[config.mk]
export PLATFORM = sky130hd
export DESIGN_NAME = des_key_rotator_seq
export DESIGN_NICKNAME = d
export VERILOG_FILES = /design/src/rtl/des_key_pkg.sv /design/src/rtl/des_key_rotator_seq_half_rotate.sv /design/src/rtl/des_key_rotator_seq.sv
export SDC_FILE = /design/constraint.sdc
export NUM_CORES = 1
export LEC_CHECK = 0
export CAP_MARGIN = 20
export CORE_MARGIN = 1.5
export CORE_UTILIZATION = 50
export CTS_CLUSTER_DIAMETER = 40
export DETAILED_ROUTE_END_ITERATION = 7
export GPL_ROUTABILITY_DRIVEN = 0
export HOLD_SLACK_MARGIN = 0.05
export MAX_ROUTING_LAYER = met4
export PLACE_DENSITY = 0.82
export SYNTH_ARGS = -nofsm -noshare
export SYNTH_HDL_FRONTEND = slang
export SYNTH_SLANG_ARGS = --single-unit
[constraint.sdc]
create_clock -name clk -period 2.67 [get_ports clk]
set_input_delay 0.534 -clock clk [delete_from_list [all_inputs] [get_ports clk]]
set_output_delay 0.534 -clock clk [all_outputs]
set_load 0.02 [all_outputs]
[src/rtl/des_key_pkg.sv]
// Shared definitions for the DES C/D half-key rotation path: default geometry,
// the standard shift schedule, FSM encoding and fixed-width rotate helpers.
package des_key_pkg;

    localparam int HALF_W_DEF = 28;
    localparam int ROUNDS_DEF = 16;

    // Bit r-1 set means round r rotates by two positions instead of one.
    localparam logic [15:0] DES_SHIFT_MAP = 16'h7EFC;

    typedef enum logic [0:0] {
        IDLE = 1'b0,
        RUN  = 1'b1
    } state_e;

    function automatic logic [HALF_W_DEF-1:0] rotl(
        input logic [HALF_W_DEF-1:0] x,
        input logic                  two
    );
        return two ? {x[HALF_W_DEF-3:0], x[HALF_W_DEF-1:HALF_W_DEF-2]}
                   : {x[HALF_W_DEF-2:0], x[HALF_W_DEF-1]};
    endfunction

    function automatic logic [HALF_W_DEF-1:0] rotr(
        input logic [HALF_W_DEF-1:0] x,
        input logic                  two
    );
        return two ? {x[1:0], x[HALF_W_DEF-1:2]}
                   : {x[0], x[HALF_W_DEF-1:1]};
    endfunction

endpackage

[src/rtl/des_key_rotator_seq_half_rotate.sv]
// Combinational rotate of one key half by 1 or 2 positions, left or right.
// Pure wiring plus a 2:1 mux per direction; no barrel shifter.
module des_half_rotate
    import des_key_pkg::*;
#(
    parameter int HALF_W = HALF_W_DEF
) (
    input  logic [HALF_W-1:0] din,
    input  logic              dir_right,
    input  logic              two,
    output logic [HALF_W-1:0] dout
);

    logic [HALF_W-1:0] l_rot;
    logic [HALF_W-1:0] r_rot;

    generate
        if (HALF_W == HALF_W_DEF) begin : g_des_width
            assign l_rot = rotl(din, two);
            assign r_rot = rotr(din, two);
        end else begin : g_any_width
            for (genvar gi = 0; gi < HALF_W; gi++) begin : g_bit
                assign l_rot[gi] = two ? din[(gi + HALF_W - 2) % HALF_W]
                                       : din[(gi + HALF_W - 1) % HALF_W];
                assign r_rot[gi] = two ? din[(gi + 2) % HALF_W]
                                       : din[(gi + 1) % HALF_W];
            end
        end
    endgenerate

    assign dout = dir_right ? r_rot : l_rot;

endmodule

[src/rtl/des_key_rotator_seq.sv]
// Sequential C/D rotator: loads a PC-1 key pair and emits one rotated pair per
// round under a valid/ready handshake, in encrypt or decrypt order.
module des_key_rotator_seq
    import des_key_pkg::*;
#(
    parameter int                HALF_W    = HALF_W_DEF,
    parameter int                ROUNDS    = ROUNDS_DEF,
    parameter logic [ROUNDS-1:0] SHIFT_MAP = ROUNDS'(DES_SHIFT_MAP),
    localparam int               RW        = $clog2(ROUNDS + 1)
) (
    input  logic              clk,
    input  logic              reset,
    input  logic              start,
    input  logic              mode,
    input  logic [HALF_W-1:0] left_in,
    input  logic [HALF_W-1:0] right_in,
    output logic              in_ready,
    output logic [HALF_W-1:0] left_out,
    output logic [HALF_W-1:0] right_out,
    output logic [RW-1:0]     round_out,
    output logic              out_valid,
    input  logic              out_ready,
    output logic              done
);

    localparam logic [0:0] ST_IDLE = IDLE;
    localparam logic [0:0] ST_RUN  = RUN;

    logic [0:0]        state_q, state_d;
    logic              mode_q, mode_d;
    logic [HALF_W-1:0] c_q, c_d;
    logic [HALF_W-1:0] d_q, d_d;
    logic [RW-1:0]     round_q, round_d;
    logic              valid_q, valid_d;
    logic              done_q, done_d;

    logic [HALF_W-1:0] c_src, d_src;
    logic [HALF_W-1:0] c_rot, d_rot;
    logic              rot_dir_right;
    logic              rot_two;
    logic [RW-1:0]     amt_idx;
    logic              last_round;

    // In IDLE the rotators prepare the encrypt round-1 load from the inputs;
    // in RUN they prepare round r+1 from the held C/D registers.
    always_comb begin
        c_src         = left_in;
        d_src         = right_in;
        rot_dir_right = 1'b0;
        amt_idx       = '0;
        if (state_q == ST_RUN) begin
            c_src         = c_q;
            d_src         = d_q;
            rot_dir_right = mode_q;
            amt_idx       = mode_q ? (RW'(ROUNDS) - round_q) : round_q;
        end
    end

    always_comb begin
        rot_two = 1'b0;
        for (int i = 0; i < ROUNDS; i++) begin
            if (amt_idx == RW'(i)) begin
                rot_two = SHIFT_MAP[i];
            end
        end
    end

    des_half_rotate #(
        .HALF_W (HALF_W)
    ) u_rot_c (
        .din       (c_src),
        .dir_right (rot_dir_right),
        .two       (rot_two),
        .dout      (c_rot)
    );

    des_half_rotate #(
        .HALF_W (HALF_W)
    ) u_rot_d (
        .din       (d_src),
        .dir_right (rot_dir_right),
        .two       (rot_two),
        .dout      (d_rot)
    );

    assign last_round = (round_q == RW'(ROUNDS));

    always_comb begin
        state_d = state_q;
        mode_d  = mode_q;
        c_d     = c_q;
        d_d     = d_q;
        round_d = round_q;
        valid_d = valid_q;
        done_d  = 1'b0;
        case (state_q)
            ST_IDLE: begin
                if (start) begin
                    mode_d  = mode;
                    // Decrypt round 1 is C16/D16, which equals the unrotated C0/D0.
                    c_d     = mode ? left_in : c_rot;
                    d_d     = mode ? right_in : d_rot;
                    round_d = RW'(1);
                    valid_d = 1'b1;
                    state_d = ST_RUN;
                end
            end
            ST_RUN: begin
                if (out_ready) begin
                    if (last_round) begin
                        valid_d = 1'b0;
                        done_d  = 1'b1;
                        state_d = ST_IDLE;
                    end else begin
                        c_d     = c_rot;
                        d_d     = d_rot;
                        round_d = round_q + RW'(1);
                    end
                end
            end
            default: begin
                state_d = ST_IDLE;
                valid_d = 1'b0;
            end
        endcase
    end

    always_ff @(posedge clk) begin
        if (reset) begin
            state_q <= ST_IDLE;
            mode_q  <= 1'b0;
            c_q     <= '0;
            d_q     <= '0;
            round_q <= '0;
            valid_q <= 1'b0;
            done_q  <= 1'b0;
        end else begin
            state_q <= state_d;
            mode_q  <= mode_d;
            c_q     <= c_d;
            d_q     <= d_d;
            round_q <= round_d;
            valid_q <= valid_d;
            done_q  <= done_d;
        end
    end

    assign in_ready  = (state_q == ST_IDLE);
    assign left_out  = c_q;
    assign right_out = d_q;
    assign round_out = round_q;
    assign out_valid = valid_q;
    assign done      = done_q;

endmodule

# After elaboration in Yosys (flattened, before gate mapping)
# Cells that the tools add are included.
[word_totals] inputBits=61 output_inout_bits=64 ff_bits=65 word_cells=82
[op_classes] n_eq_ne=19 add_sub_neg=2 n_reduce_logical=4 n_mux=48 bitwise=2
[op_table] op="$mux 28" count=16
[op_table] op="$pmux 28 s2" count=2
[op_table] op="$eq 5x4->1 const B" count=8
[op_table] op="$mux 5" count=5
[op_table] op="$mux 1" count=22
[op_table] op="$eq 5x3->1 const B" count=4
[op_table] op="$eq 5x2->1 const B" count=2
[op_table] op="$pmux 5 s2" count=1
[op_table] op="$ne 2x2->1 const B" count=3
[op_table] op="$reduce_and 3->1" count=2
[op_table] op="$add 5x1->5 const B" count=1
[op_table] op="$eq 5x5->1 const B" count=1
[op_table] op="$sub 5x5->5 const A" count=1
[op_table] op="$pmux 1 s2" count=2
[op_table] op="$reduce_or 3->1" count=1
[op_table] op="$ne 2x1->1 const B" count=1
[op_table] op="$not 1->1" count=2
[op_table] op="$reduce_and 2->1" count=1

# Longest topological paths before layout
[depth] depth_word=23 mapped_depth=11 depth_no_buf=9

# Hierarchy
# From an unflattened synthesis, not the netlist that was laid out.
[unflattened] hier_cells=453 hier_area_um2=5485.3
[modules_own_cells] mod="des_key_rotator_seq" seq_area_each_um2=1301.2 cells_each=385 area_per_inst_um2=4031.4 instances=1
[modules_own_cells] mod="des_half_rotate" seq_area_each_um2=0.0 cells_each=34 area_per_inst_um2=726.9 instances=2

# Least setup slack after synthesis
# No wires, ideal clock.
[synth_timing] kind="reg2reg" start="reg round_q[0] (netlist: round_out[0])" end="reg c_q[0] (netlist: left_out[0])" n_path_buf=2 period_less_slack_ns=2.505 t_arrival_ns=2.414 required_time_ns=2.579 path_stages_with_launch=12 path_slack_ns=0.165 setup_ns=0.091 cell_sequence="dfxtp_1 > inv_1 > ha_1 > nor3b_1 > ha_1 > mux2i_1 > o211ai_1 > o22ai_2 > buf_6 > buf_12 > o2111ai_1 > a311oi_1"
[synth_between] elab_chain_len=23 word_cells_on_any_way=42 classes_between="add/sub (1); eq/ne (16); mux (24); reduce/logical (1)"
[synth_rtl] item="start, declared" line_no="des_key_rotator_seq.sv:33" source="logic [RW-1:0] round_q, round_d;"
[synth_rtl] item="start signal, assigned" line_no="des_key_rotator_seq.sv:142" source="round_q <= round_d;"
[synth_rtl] item="$sub 5x5->5" line_no="des_key_rotator_seq.sv:55" source="amt_idx = mode_q ? (RW'(ROUNDS) - round_q) : round_q;"
[synth_rtl] item="$mux 5" line_no="des_key_rotator_seq.sv:55"
[synth_rtl] item="$mux 5" line_no="des_key_rotator_seq.sv:51" source="if (state_q == ST_RUN) begin"
[synth_rtl] item="$eq 5x2->1" line_no="des_key_rotator_seq.sv:62" source="if (amt_idx == RW'(i)) begin"
[synth_rtl] item="$mux 1 (14 in series)" line_no="des_key_rotator_seq.sv:62"
[synth_rtl] item="$mux 28 (on tied branches)" line_no="des_key_pkg.sv:20, des_key_pkg.sv:28"
[synth_rtl] item="$mux 28" line_no="des_key_rotator_seq_half_rotate.sv:31" source="assign dout = dir_right ? r_rot : l_rot;"
[synth_rtl] item="$mux 28 (on tied branches)" line_no="des_key_rotator_seq.sv:110, des_key_rotator_seq.sv:101"
[synth_rtl] item="$mux 28 (on tied branches)" line_no="des_key_rotator_seq.sv:109, des_key_rotator_seq.sv:98"
[synth_rtl] item="$pmux 28 s2" line_no="des_key_rotator_seq.sv:96" source="case (state_q)"
[synth_rtl] item="end signal, assigned" line_no="des_key_rotator_seq.sv:132" source="c_q <= '0;"
[synth_rtl] item="end signal, assigned" line_no="des_key_rotator_seq.sv:140" source="c_q <= c_d;"
[synth_rtl] item="end, declared" line_no="des_key_rotator_seq.sv:31" source="logic [HALF_W-1:0] c_q, c_d;"
# Parallel ways exist; a longest one is shown, timed or not. The select of a mux whose other input is x is not followed.
# A chain may end at the register's enable or synchronous reset.

# Final worst setup path
[layout_timing] start="reg round_q[0] (netlist: round_out[0])" end="reg c_q[24] (netlist: left_out[24])"
# The elaborated chain is that of the path after synthesis.

==> flow_summary.json <==
{
  "path_clk_slew_ns": 0.08,
  "finClkSkew_ns": 0.00812,
  "cp_max_fo": 22,
  "slew_headroom_pct": 57.1,
  "ys_ff_latch": 65,
  "seq_area_frac_synth_pct": 27.7,
  "drive_gt1_share_pct": 7.75,
  "track_usage_pct": 30.6,
  "worst_slew_pin_slew_ns": 0.644,
  "rsz0062_at_grt": "no",
  "syn_area_sq_mm": 0.00470,
  "finalCritPeriodShare_pct": 96.1,
  "min_path_type": "reg -> reg",
  "power.leakage_uw": 0.00219,
  "start_util_pct": 51.1,
  "viasPerCell": 6.78,
  "vdd_drop_max_mv": 0.253,
  "outcome": "completed",
  "fp.dieW_um": 100,
  "dieHeight_um": 100,
  "die_area_sq_mm": 0.0100,
  "cp-start-kind": "register",
  "critPathArrivalTime_ns": 2.81,
  "drtIter0Drc": 419,
  "post-dp-hpwl_mm": 10.0,
  "route.vias.total": 5823,
  "drv_slew": 0,
  "grt_first_pass_wirelength_mm": 24.6,
  "synth_warnings": 0,
  "antenna_found_initial": 0,
  "cts_root_buffer": "clkbuf_8",
  "clk_latency_ns": 0.34,
  "drt-wirelength-per-cell_um": 18.5,
  "nets": 808,
  "cts_tree": "yes",
  "crit_required_ns": 2.91,
  "cts_buffer_depth": 2,
  "num_antenna_cells": 0,
  "antenna_left": 0,
  "ys_types": 41,
  "syn_inst": 656,
  "period_needed_ns": 2.57,
  "fin_cells": 859,
  "placed_cells": 840,
  "clock-sinks": 65,
  "holdBufCountCts": 0,
  "rows": 35,
  "fin_setup_tns_ns": 0,
  "wl_mm": 15.9,
  "syn_area_per_cell_sq_um": 7.17,
  "power_density_mw_per_mm2": 534,
  "drtPass1Iterations": 7,
  "coreArea_sq_mm": 0.00920,
  "syn2layout_area_growth_pct": 35.1,
  "grt.overflow.total": 0,
  "crit_path_end_kind": "register",
  "syn_nets": 720,
  "drc": 0,
  "num_io_pins": 125,
  "clock.fmax_mhz": 390,
  "drv_cap": 0,
  "critPathKind": "reg -> reg",
  "grt_pass1_vias": 5250,
  "setup_viol": 0,
  "cts_buffers": 9,
  "io_buffers": 124,
  "hold_violations": 0,
  "grt_max_degree": 69,
  "cts_max_level": 3
}
[cells by family (layout without fill, tap and decap cells)]
kind of cell / Yosys count / count (layout) / share of synthesized area, %
XOR/XNOR: 4 / 4 / 0.745
AO/OA/AOI/OAI: 238 / 238 / 35.8
AND/OR/NAND/NOR: 251 / 251 / 24.1
buffers and inverters: 78 / 170 / 7.24
multiplexers: 17 / 17 / 3.70
flip-flops: 65 / 65 / 27.7
adder cells (fa/ha/maj): 3 / 3 / 0.798
[routing by layer]
metal / vias to the layer above / wire length, um / global-route usage, %
met1: 2681 / 6440 / 38.1
li1: 2706 / - / -
met5: - / 0 / -
met3: 36 / 1630 / 4.53
met2: 400 / 7510 / 50.0
met4: 0 / 301 / 11.9
[placed cells by master (no fill, tap or decap), drive strengths merged, types with 3 or more instances in the layout]
| cell | netlist | final |
|---|---|---|
| o21ai | 26 | 26 |
| nor3 | 5 | 5 |
| nand2 | 66 | 66 |
| nor2 | 115 | 115 |
| buf | 17 | 26 |
| clkdlybuf4s50 | 0 | 123 |
| clkbuf | 57 | 15 |
| dfxtp | 65 | 65 |
| o32ai | 42 | 42 |
| o221ai | 5 | 5 |
| nor3b | 4 | 4 |
| xor2 | 3 | 3 |
| inv | 3 | 3 |
| a311oi | 41 | 41 |
| o22ai | 87 | 87 |
| a211oi | 10 | 10 |
| mux2i | 14 | 14 |
| or3 | 46 | 46 |
| nand4 | 3 | 3 |
| ha | 3 | 3 |
| mux2 | 3 | 3 |
| a21oi | 21 | 21 |
[report_power, final]
group | switching, uW | leakage, uW | internal [uW] | total (uW)
sequential | 152 | 0.000539 | 1070 | 1220
combinational | 606 | 0.00154 | 564 | 1170
clock | 400 | 0.000116 | 599 | 999
total | 1160 | 0.00219 | 2230 | 3390
[path summary, 6_finish.rpt]
| path | start | end | slack (ns) | depth (start not counted) |
|---|---|---|---|---|
| hold / removal | left_out[6]$_SDFFE_PP0P_ | left_out[6]$_SDFFE_PP0P_ | 0.54 | 2 |
| setup / recovery | round_out[0]$_SDFFE_PP0P_ | left_out[24]$_SDFFE_PP0P_ | 0.10 | 11 |
| hold reg to reg | left_out[6]$_SDFFE_PP0P_ | left_out[6]$_SDFFE_PP0P_ | 0.54 | 2 |
| setup reg to reg | round_out[0]$_SDFFE_PP0P_ | left_out[24]$_SDFFE_PP0P_ | 0.10 | 11 |
[through the flow]
step | power (uW) | instance area [sq um] | util, % | hold slack (ns) | setup WS [ns]
2_1_floorplan | 1890 | 4700 | - | 0.565 | 0.165
3_3_place_gp | 2330 | 6020 | 65.5 | 0.466 | 0.289
3_5_place_dp | 2360 | 6020 | 65.5 | 0.527 | 0.0560
4_1_cts | 3350 | 6250 | 68.0 | 0.541 | 0.0235
5_1_grt | 3540 | 6350 | 69.1 | 0.576 | 0.00429
6_report | 3390 | 6350 | 69.1 | 0.540 | 0.103
[sequential cells by signal (all words and copies together) (netlist names)]
register and cells:
left_out 28, right_out 28, round_out 5, done 1, mode_q 1, out_valid 1, state_q 1
[cell usage after synthesis]
master	instances	area share, %
nor2b_1	1	0.13
o21ai_0	26	2.8
nor2_1	115	9.2
o32ai_1	42	7.8
nand3_1	2	0.21
inv_1	3	0.24
mux2_2	3	0.72
nand2b_1	1	0.13
or3_1	46	6.1
nand2_1	66	5.3
nand4bb_1	1	0.24
o22a_1	2	0.37
o2111ai_1	2	0.37
xor2_1	3	0.56
o211ai_1	1	0.16
clkbuf_1	57	4.6
buf_6	1	0.24
clkinv_1	1	0.080
nand3b_1	1	0.16
a21oi_1	21	2.2
buf_2	4	0.43
nor4bb_1	2	0.43
buf_1	6	0.48
o221ai_1	5	0.93
a211oi_1	10	1.6
o21bai_1	1	0.16
nand4_1	3	0.40
nor3b_1	4	0.64
buf_4	5	0.80
xnor2_1	1	0.19
dfxtp_1	65	28
a311oi_1	41	7.6
buf_12	1	0.43
nand4b_1	1	0.19
nor3_1	5	0.53
or2_2	2	0.27
mux2i_1	14	3.0
ha_1	3	0.80
o22ai_2	1	0.27
and3b_1	1	0.19
o22ai_1	86	11
[worst max-delay path: stages (launching register included)]
cell	delay [ns]
dfxtp_2	0.33
inv_1	0.08
ha_4	0.18
nor3b_2	0.15
ha_1	0.31
mux2i_2	0.08
o211ai_1	0.17
o22ai_4	0.15
buf_4	0.17
clkbuf_16	0.18
or3_1	0.38
a311oi_1	0.29
[what timing repair did]
item / 4_1_cts / 5_1_grt
gates cloned: 0 / 2
pin swaps: 0 / 3
setup endpoints to repair: 1 / 56
buffers inserted: 0 / 2
resized for setup: 1 / 7
[cell type report]
type,instances,area (sq um)
clock buffers,13,169
flip-flops and latches,65,1300
clock inverters,2,60.1
well taps,111,139
repair buffers,151,1550
fillers,731,2840
inverters,4,16.3
multi-input cells,513,3120
Note: power is estimated with default switching activity, not from simulation.
